$ cat src/rtl/multiword_add_seq.sv
// multiword_add_seq: wide add/subtract computed over NUM_SLICES cycles through one shared SLICE_W-bit adder slice
module multiword_add_seq #(
  parameter int SLICE_W = 4,
  parameter int NUM_SLICES = 4,
  localparam int OP_W = SLICE_W * NUM_SLICES
) (
  input  logic            clk,
  input  logic            rst_n,
  input  logic            in_valid,
  output logic            in_ready,
  input  logic [OP_W-1:0] op_a,
  input  logic [OP_W-1:0] op_b,
  input  logic            cin,
  input  logic            sub,
  output logic            out_valid,
  input  logic            out_ready,
  output logic [OP_W-1:0] sum,
  output logic            cout,
  output logic            overflow,
  output logic            busy
);
  localparam int IDX_W = NUM_SLICES > 1 ? $clog2(NUM_SLICES) : 1;
  localparam logic [IDX_W-1:0] LAST = IDX_W'(NUM_SLICES - 1);
  typedef enum logic [1:0] {IDLE = 2'd0, RUN = 2'd1, DONE = 2'd2} state_t;
  state_t             r_state;
  logic [IDX_W-1:0]   r_idx;
  logic               r_carry, r_cout, r_ovf;
  logic [OP_W-1:0]    r_a, r_b, r_acc, r_sum;
  logic [SLICE_W-1:0] w_a_sl, w_b_sl, w_s;
  logic               w_c, w_cmsb;
  logic [OP_W-1:0]    w_acc;
  // carry into the MSB is recovered from the MSB sum bit: s = a ^ b ^ c_in
  always_comb begin
    w_a_sl = r_a[r_idx*SLICE_W +: SLICE_W];
    w_b_sl = r_b[r_idx*SLICE_W +: SLICE_W];
    {w_c, w_s} = {1'b0, w_a_sl} + {1'b0, w_b_sl} + {{SLICE_W{1'b0}}, r_carry};
    w_cmsb = w_a_sl[SLICE_W-1] ^ w_b_sl[SLICE_W-1] ^ w_s[SLICE_W-1];
    w_acc = r_acc;
    w_acc[r_idx*SLICE_W +: SLICE_W] = w_s;
  end
  always_ff @(posedge clk) begin
    if (!rst_n) begin
      r_state <= IDLE;
      r_idx   <= '0;
      r_carry <= 1'b0;
      r_a     <= '0;
      r_b     <= '0;
      r_acc   <= '0;
      r_sum   <= '0;
      r_cout  <= 1'b0;
      r_ovf   <= 1'b0;
    end else begin
      case (r_state)
        IDLE: if (in_valid) begin
          r_a     <= op_a;
          r_b     <= sub ? ~op_b : op_b;
          r_carry <= sub | cin;
          r_idx   <= '0;
          r_state <= RUN;
        end
        RUN: begin
          r_acc   <= w_acc;
          r_carry <= w_c;
          if (r_idx == LAST) begin
            r_sum   <= w_acc;
            r_cout  <= w_c;
            r_ovf   <= w_cmsb ^ w_c;
            r_state <= DONE;
          end else begin
            r_idx <= r_idx + 1'b1;
          end
        end
        DONE: if (out_ready) r_state <= IDLE;
        default: r_state <= IDLE;
      endcase
    end
  end
  assign in_ready  = r_state == IDLE;
  assign out_valid = r_state == DONE;
  assign busy      = r_state == RUN || r_state == DONE;
  assign sum       = r_sum;
  assign cout      = r_cout;
  assign overflow  = r_ovf;
endmodule

$ cat config.mk
export PLATFORM = sky130hd
export DESIGN_NAME = multiword_add_seq
export DESIGN_NICKNAME = d
export VERILOG_FILES = /design/src/rtl/multiword_add_seq.sv
export SDC_FILE = /design/constraint.sdc
export NUM_CORES = 1
export LEC_CHECK = 0
export ABC_AREA = 0
export CAP_MARGIN = 20
export CORE_MARGIN = 3
export CORE_UTILIZATION = 48
export DETAILED_ROUTE_END_ITERATION = 8
export PLACE_DENSITY = 0.76
export SETUP_SLACK_MARGIN = 0.3
export SYNTH_ARGS = -nofsm -noshare
export SYNTH_HDL_FRONTEND = slang
export SYNTH_SLANG_ARGS = --single-unit
$ cat constraint.sdc
create_clock -name clk -period 2.84 [get_ports clk]
set_clock_uncertainty 0.2 [all_clocks]
set_input_delay 0.71 -clock clk [delete_from_list [all_inputs] [get_ports clk]]
set_output_delay 0.71 -clock clk [all_outputs]
set_load 0.02 [all_outputs]
==> PnR_summary.wiki, run 1 <==
{| class="wikitable"
! Metric !! Value
|-
| Result of the run || finished, final reports clean
|-
| Peak VDD IR || about 360 uV
|-
| Maximum number of pins on one net before global-route repair || 62
|-
| Total internal power || ~1.8 mW
|-
| Total track usage || 20.5%
|-
| Unrepaired setup endpoints after global routing || true
|-
| CTS buffer count || 9
|-
| Final Core Density || 67.9%
|-
| Number of global-route vias before repair || about 2900
|-
| Number of vias in the routed layout || a little under 3000
|-
| GRT overflow || 0
|-
| Total Routed Length || ~8100 um
|-
| Post-synth EDFFs || 0
|-
| Yosys warnings || 0
|-
| Die area || between 0.008 and 0.009 mm^2
|-
| Final hold viol count || 0
|-
| CORE AREA || roughly 0.0066 mm^2
|-
| Clock latency reported for the late side of the worst-skew pair || around 0.36 ns
|-
| Number of vias per cell after detailed routing || about 5.5
|-
| Count of state elements after synthesis || 71
|-
| Wire length of the first global-routing pass || 13600 um
|-
| Final ANT Viol Nets || 0
|-
| Worst min-delay path category || reg2reg
|-
| Final hold slack || roughly 0.26 ns
|-
| Crit path kind || reg2reg
|-
| Average footprint of a synthesized cell || between 9 and 10 um^2
|-
| Post-synthesis cell type with the largest combined area || sky130_fd_sc_hd__dfxtp_1
|-
| Placed Instance Area || 0.00413 mm^2
|-
| Transition time of the tightest slew-check pin || 0.610 ns
|-
| Number of maximum-capacitance constraint violations || 0
|-
| Detailed placer's ending HPWL || ~5400 um
|-
| IO Pins || around 60
|-
| Chip height || approximately 90 um
|-
| Antenna cells || 0
|-
| PwrDens || 582 mW/mm^2
|-
| Clk pin slew, worst setup/hold paths || approximately 0.080 ns
|-
| Area share of the largest cell type after synthesis || 42.1%
|-
| Worst Path Max Fanout || 4
|-
| RePlAce Congestion || ~0.81
|-
| TritonCTS clock tree || done
|-
| Number of I/O port buffers || 58
|-
| Drt pass-1 iters || 4
|-
| Max frequency || roughly 380 MHz
|-
| Initial standard-cell utilization of the core || 51.4%
|-
| Proportion of total power due to net switching || 29.6%
|-
| DR iter-0 viols || ~160
|-
| Slowest stage delay, CP || about 0.53 ns
|-
| Slowest-stage cell, CP || sky130_fd_sc_hd__mux4_2
|-
| Layout cell share with drive strength beyond 1 || 16.0%
|-
| Sequential share of power || around 42%
|-
| Die X || between 80 and 90 um
|-
| Critical Path Start Type || register
|-
| TNS Setup || 0 ns
|-
| Ys async rst share || 0%
|-
| Cell chosen for the clock root || sky130_fd_sc_hd__clkbuf_8
|-
| Final net count || 479
|-
| Final max-slew violation count || 0
|-
| Signal arrival time at the worst endpoint || roughly 2.7 ns
|-
| Cell area after synthesis || approximately 0.0034 mm^2
|-
| Most common cell on crit path || sky130_fd_sc_hd__fa_2
|-
| P_leak || between 1.5 and 2 nW
|-
| Portion of total power attributed to combinational logic || about 22%
|-
| Post-synth top cells || sky130_fd_sc_hd__dfxtp_1, sky130_fd_sc_hd__nor2_1, sky130_fd_sc_hd__nand2_1
|-
| Part of the power in the clock network || around 36%
|-
| Number of remaining DRC errors || 0
|-
| Endpoint class of the critical path || register
|-
| Sequential fraction of the synthesis area || around 42%
|-
| Per-cell routed wire length || between 15 and 20 um
|-
| Synth Net Count || roughly 420
|-
| Synthesized netlist cell count || between 300 and 400
|-
| Clock tree sinks || approximately 70
|-
| Top-count cell post-synth || sky130_fd_sc_hd__dfxtp_1
|-
| Main flop type after synthesis || sky130_fd_sc_hd__dfxtp_1
|-
| Growth of design area from synthesis to finish || 32.1%
|-
| Min Tclk post-route || between 2 and 3 ns
|-
| Final Cycle Share || about 94%
|-
| Number of antenna violations at the first check in global routing || 0
|-
| Synth unique cells || 40
|-
| Critical Path, Cell by Cell || mux4_2, fa_2, fa_2, a21o_1, a21oi_2, a21boi_1, o21a_1
|-
| Net Sw Power || between 700 and 800 uW
|-
| Cell Rows || 29
|-
| Critical Path RT || 2.89 ns
|-
| Slew margin rel. || between 50% and 60%
|-
| Final Cell Area || ~0.0045 mm^2
|-
| Biggest area contributors in the synthesized netlist || sky130_fd_sc_hd__dfxtp_1, sky130_fd_sc_hd__mux4_2, sky130_fd_sc_hd__nor2_1
|-
| Maximum buffer depth of the clock tree || 2
|-
| Final setup violation count || 0
|-
| Number of H-tree levels || 3
|}
path summary, 6_finish.rpt:
kind | end | cells after the start | start | slack [ns]
min reg2reg | r_a[4]$_SDFFE_PN0P_ | 2 | r_a[4]$_SDFFE_PN0P_ | 0.26
max | r_carry$_SDFFE_PN0P_ | 7 | r_idx[0]$_SDFFE_PN0P_ | 0.18
max reg2reg | r_carry$_SDFFE_PN0P_ | 7 | r_idx[0]$_SDFFE_PN0P_ | 0.18
min | r_a[4]$_SDFFE_PN0P_ | 2 | r_a[4]$_SDFFE_PN0P_ | 0.26
power groups by stage:
stage / combinational, mW / clock (mW) / sequential, mW
after floorplan: 0.376 / 0 / 1.10
after global placement: 0.515 / 0 / 1.11
after detailed placement: 0.528 / 0 / 1.12
after CTS: 0.536 / 0.947 / 1.09
after global routing: 0.623 / 0.993 / 1.10
final: 0.568 / 0.934 / 1.09
cells by family (layout without fill, tap and decap cells):
family / after synthesis / count (layout) / synth area share [%]
flops: 71 / 71 / 42.1
fa+ha+maj: 14 / 14 / 5.63
mux: 10 / 10 / 5.93
simple gates: 121 / 121 / 17.3
buf+inv: 38 / 102 / 4.45
xor+xnor: 19 / 19 / 4.93
compound gates: 94 / 95 / 19.7
layout make-up:
type,count,area (um^2)
fillers,527,2110
clock inverters,6,90.1
repair buffers,74,713
flip-flops and latches,71,1430
clock buffers,10,138
multi-input cells,259,1930
inverters,12,45.0
well taps,93,116
flip-flops by register name, summed over array words and instances (netlist names):
register	count
r_carry	1
sum	16
cout	1
r_idx	2
r_a	16
r_acc	16
overflow	1
r_state	2
r_b	16
timing repair:
action                     in CTS  in global routing
hold buffers                    0                  0
resized for setup               5                 14
gates cloned                    0                  1
setup endpoints to repair      23                 27
buffers inserted                2                  1
pin swaps                       6                 11
cell usage in the layout (no fill, tap or decap), drive strengths merged, types with 3 or more instances in the layout:
cell type and count:
dfxtp 71, clkdlybuf4s50 55, nor2 44, nand2 38, a21oi 25, a211oi 18
xnor2 17, buf 16, nor3 13, inv 13, a221oi 13, ha 12
clkbuf 10, mux4 8, nand3 8, a32oi 8, o21ai 7, a21o 6
nor3b 5, o21a 5, a22oi 5, o31a 4, and3 4, nor4b 3
through the flow:
step,total power [mW],std cells,setup slack (ns)
6_report,2.60,525,0.181
5_1_grt,2.72,525,0.108
4_1_cts,2.58,523,0.204
3_5_place_dp,1.64,505,0.0873
3_3_place_gp,1.63,505,0.171
2_1_floorplan,1.48,367,0.139
per-layer routing:
layer | global-route usage [%] | wire, um | share of wire (%)
met3 | 5.26 | 487 | 6.0
met5 | 0 | 0 | 0
met4 | 7.53 | 162 | 2.0
met1 | 25.7 | 3510 | 44
met2 | 34.1 | 3900 | 48
critical path, delay by kind of cell (launching register included):
kind / cells / cell delay (ns)
fa+ha+maj: 2 / 0.81
flops: 1 / 0.38
compound gates: 4 / 0.66
mux: 1 / 0.53
(Power assumes the default switching activity.)
==> inputs of run 2 (changes only) <==
clock period = 2.1 ns   (was 2.84 ns; I/O delays follow)
==> run 2 against run 1 <==
The flow now finishes with violations (negative setup slack); utilization rose by 5.2 points; via count rose by 4.1%; die area did not move; non-clock buffer count rose by 27; largest power group unchanged; highest routed layer unchanged.
==> PnR_summary.wiki, run 2 (same netlist as run 1, synthesis figures left out) <==
{| class="wikitable"
! Metric !! Value
|-
| Chip height || about 90 um
|-
| DR iter-0 viols || around 130
|-
| Maximum number of pins on one net before global-route repair || 39
|-
| Slowest stage delay, CP || 0.52 ns
|-
| Critical Path Start Type || register
|-
| Peak VDD IR || 475 uV
|-
| Number of I/O port buffers || 58
|-
| Max frequency || between 300 and 400 MHz
|-
| Count of placed standard cells in the final layout, fillers left out || about 550
|-
| Sequential share of power || approximately 43%
|-
| Clock latency reported for the late side of the worst-skew pair || 0.36 ns
|-
| Commonest non-fill, non-tap cell in the layout || sky130_fd_sc_hd__dfxtp_1
|-
| Net Sw Power || ~1.1 mW
|-
| Signal arrival time at the worst endpoint || 2.68 ns
|-
| Number of vias per cell after detailed routing || about 5.5
|-
| Number of hold buffers added after cts || 0
|-
| Final max-slew violation count || 0
|-
| Number of antenna violations at the first check in global routing || 0
|-
| Final Cell Area || a little under 0.005 mm^2
|-
| P_leak || approximately 1.9 nW
|-
| Result of the run || finished, violations left
|-
| Number of remaining DRC errors || 0
|-
| Critical Path RT || between 2 and 2.5 ns
|-
| Overall power || approximately 3.4 mW
|-
| Final net count || around 510
|-
| Wire length of the first global-routing pass || 13900 um
|-
| Die area || 0.00807 mm^2
|-
| Die X || 89.9 um
|-
| Worst min-delay path category || reg2reg
|-
| Proportion of total power due to net switching || ~31%
|-
| Filler instances || 472
|-
| Total track usage || between 20 and 25%
|-
| Antenna cells || 0
|-
| Total Routed Length || about 9000 um
|-
| Min Tclk post-route || around 2.6 ns
|-
| Final Core Density || between 70 and 80%
|-
| Crit path kind || reg2reg
|-
| Maximum buffer depth of the clock tree || 2
|-
| Failing checks || negative setup slack
|-
| Cell chosen for the clock root || sky130_fd_sc_hd__clkbuf_8
|-
| Final ANT Viol Nets || 0
|-
| Final hold slack || 0.258 ns
|-
| Detailed placer's ending HPWL || ~5700 um
|-
| Multi-input combinational cell area || ~0.0021 mm^2
|-
| Number of maximum-capacitance constraint violations || 0
|-
| TritonCTS clock tree || done
|-
| Drt pass-1 iters || 4
|-
| Most common cell on crit path || sky130_fd_sc_hd__fa_2
|-
| Portion of total power attributed to combinational logic || between 20% and 30%
|-
| Clock tree sinks || about 70
|-
| Number of placed instances, taps included || about 520
|-
| Number of H-tree levels || 3
|-
| TNS Setup || -12.06 ns
|-
| Number of global-route vias before repair || 2933
|-
| Placed Instance Area || roughly 0.0043 mm^2
|-
| Unrepaired setup endpoints after global routing || true
|-
| CTS buffer count || 9
|-
| Part of the power in the clock network || 29.4%
|-
| Slowest-stage cell, CP || sky130_fd_sc_hd__mux4_2
|-
| Number of vias in the routed layout || around 3000
|-
| Final Cycle Share || 125%
|-
| Place WS || -0.584 ns
|-
| Growth of design area from synthesis to finish || 42.3%
|-
| Final worst-path setup slack || -0.532 ns
|-
| GRT overflow || 0
|-
| Cell Rows || 29
|-
| Transition time of the tightest slew-check pin || between 0.3 and 0.4 ns
|-
| Area occupied by registers || 0.00143 mm^2
|-
| Worst Path Max Fanout || 4
|-
| RePlAce Congestion || ~0.8
|-
| Total internal power || ~2.3 mW
|-
| IO Pins || 59
|-
| PwrDens || 711 mW/mm^2
|-
| CORE AREA || around 0.0066 mm^2
|-
| Initial standard-cell utilization of the core || 51.4%
|-
| Commonest cells after routing, fill and taps aside || sky130_fd_sc_hd__dfxtp_1, sky130_fd_sc_hd__nor2_1, sky130_fd_sc_hd__nand2_1, sky130_fd_sc_hd__clkdlybuf4s50_1, sky130_fd_sc_hd__buf_4
|-
| Per-cell routed wire length || 15.8 um
|-
| Final hold viol count || 0
|-
| Slew margin rel. || approximately 74%
|-
| Layout cell share with drive strength beyond 1 || approximately a quarter
|-
| Endpoint class of the critical path || register
|-
| Clk pin slew, worst setup/hold paths || around 0.07 ns
|-
| Final setup violation count || 31
|-
| Critical Path, Cell by Cell || mux4_2, fa_2, fa_2, a21o_1, a21oi_2, a21boi_1, o21a_1
|}
[run 2: per-layer routing]
layer  track usage, %  vias to the layer above  wire length (um)
met5                0                        -                 0
met4             10.8                        0               310
met3             4.84                       25               352
met2             37.8                       78              4580
met1             24.2                     1433              3500
li1                 -                     1494                 -
[run 2: what timing repair did]
action / in CTS / in global routing
gates resized for setup: 57 / 27
cloned: 1 / 0
endpoints found under the setup margin: 59 / 49
setup buffers: 6 / 7
pin swaps: 24 / 25
[run 2: final cells by class]
type / count / area share [%]
Tap cell: 93 / 2.42
Timing Repair Buffer: 101 / 19.7
Inverter: 12 / 0.990
Sequential cell: 71 / 29.8
Clock inverter: 5 / 0.677
Multi-Input combinational cell: 259 / 43.3
Clock buffer: 11 / 3.15
[run 2: worst max-delay path, delay by kind of cell, from the launching register on]
| family | cells | cell delay [ns] |
|---|---|---|
| adders and majority gates | 2 | 0.81 |
| AOI/OAI and AO/OA | 4 | 0.64 |
| muxes | 1 | 0.52 |
| DFF | 1 | 0.37 |
[run 2: final timing paths]
kind	start	to	slack, ns	cells after the start
setup / recovery	r_idx[0]$_SDFFE_PN0P_	r_carry$_SDFFE_PN0P_	-0.53	7
hold / removal	r_a[10]$_SDFFE_PN0P_	r_a[10]$_SDFFE_PN0P_	0.26	2
setup reg to reg	r_idx[0]$_SDFFE_PN0P_	r_carry$_SDFFE_PN0P_	-0.53	7
hold reg to reg	r_a[10]$_SDFFE_PN0P_	r_a[10]$_SDFFE_PN0P_	0.26	2
[run 2: power by group through the flow]
| stage | clock network, mW | logic [mW] | registers (mW) |
|---|---|---|---|
| floorplan | 0 | 0.541 | 1.49 |
| global placement | 0 | 0.757 | 1.50 |
| detailed placement | 0 | 0.782 | 1.51 |
| CTS | 1.02 | 0.836 | 1.47 |
| global route | 1.07 | 1.00 | 1.49 |
| finish | 1.01 | 0.928 | 1.48 |
==> inputs of run 3 (changes only) <==
CAP_MARGIN = 10   (was 20)
==> results of run 3 <==
No change in the layout: final DEF, timing and power equal those of run 2.
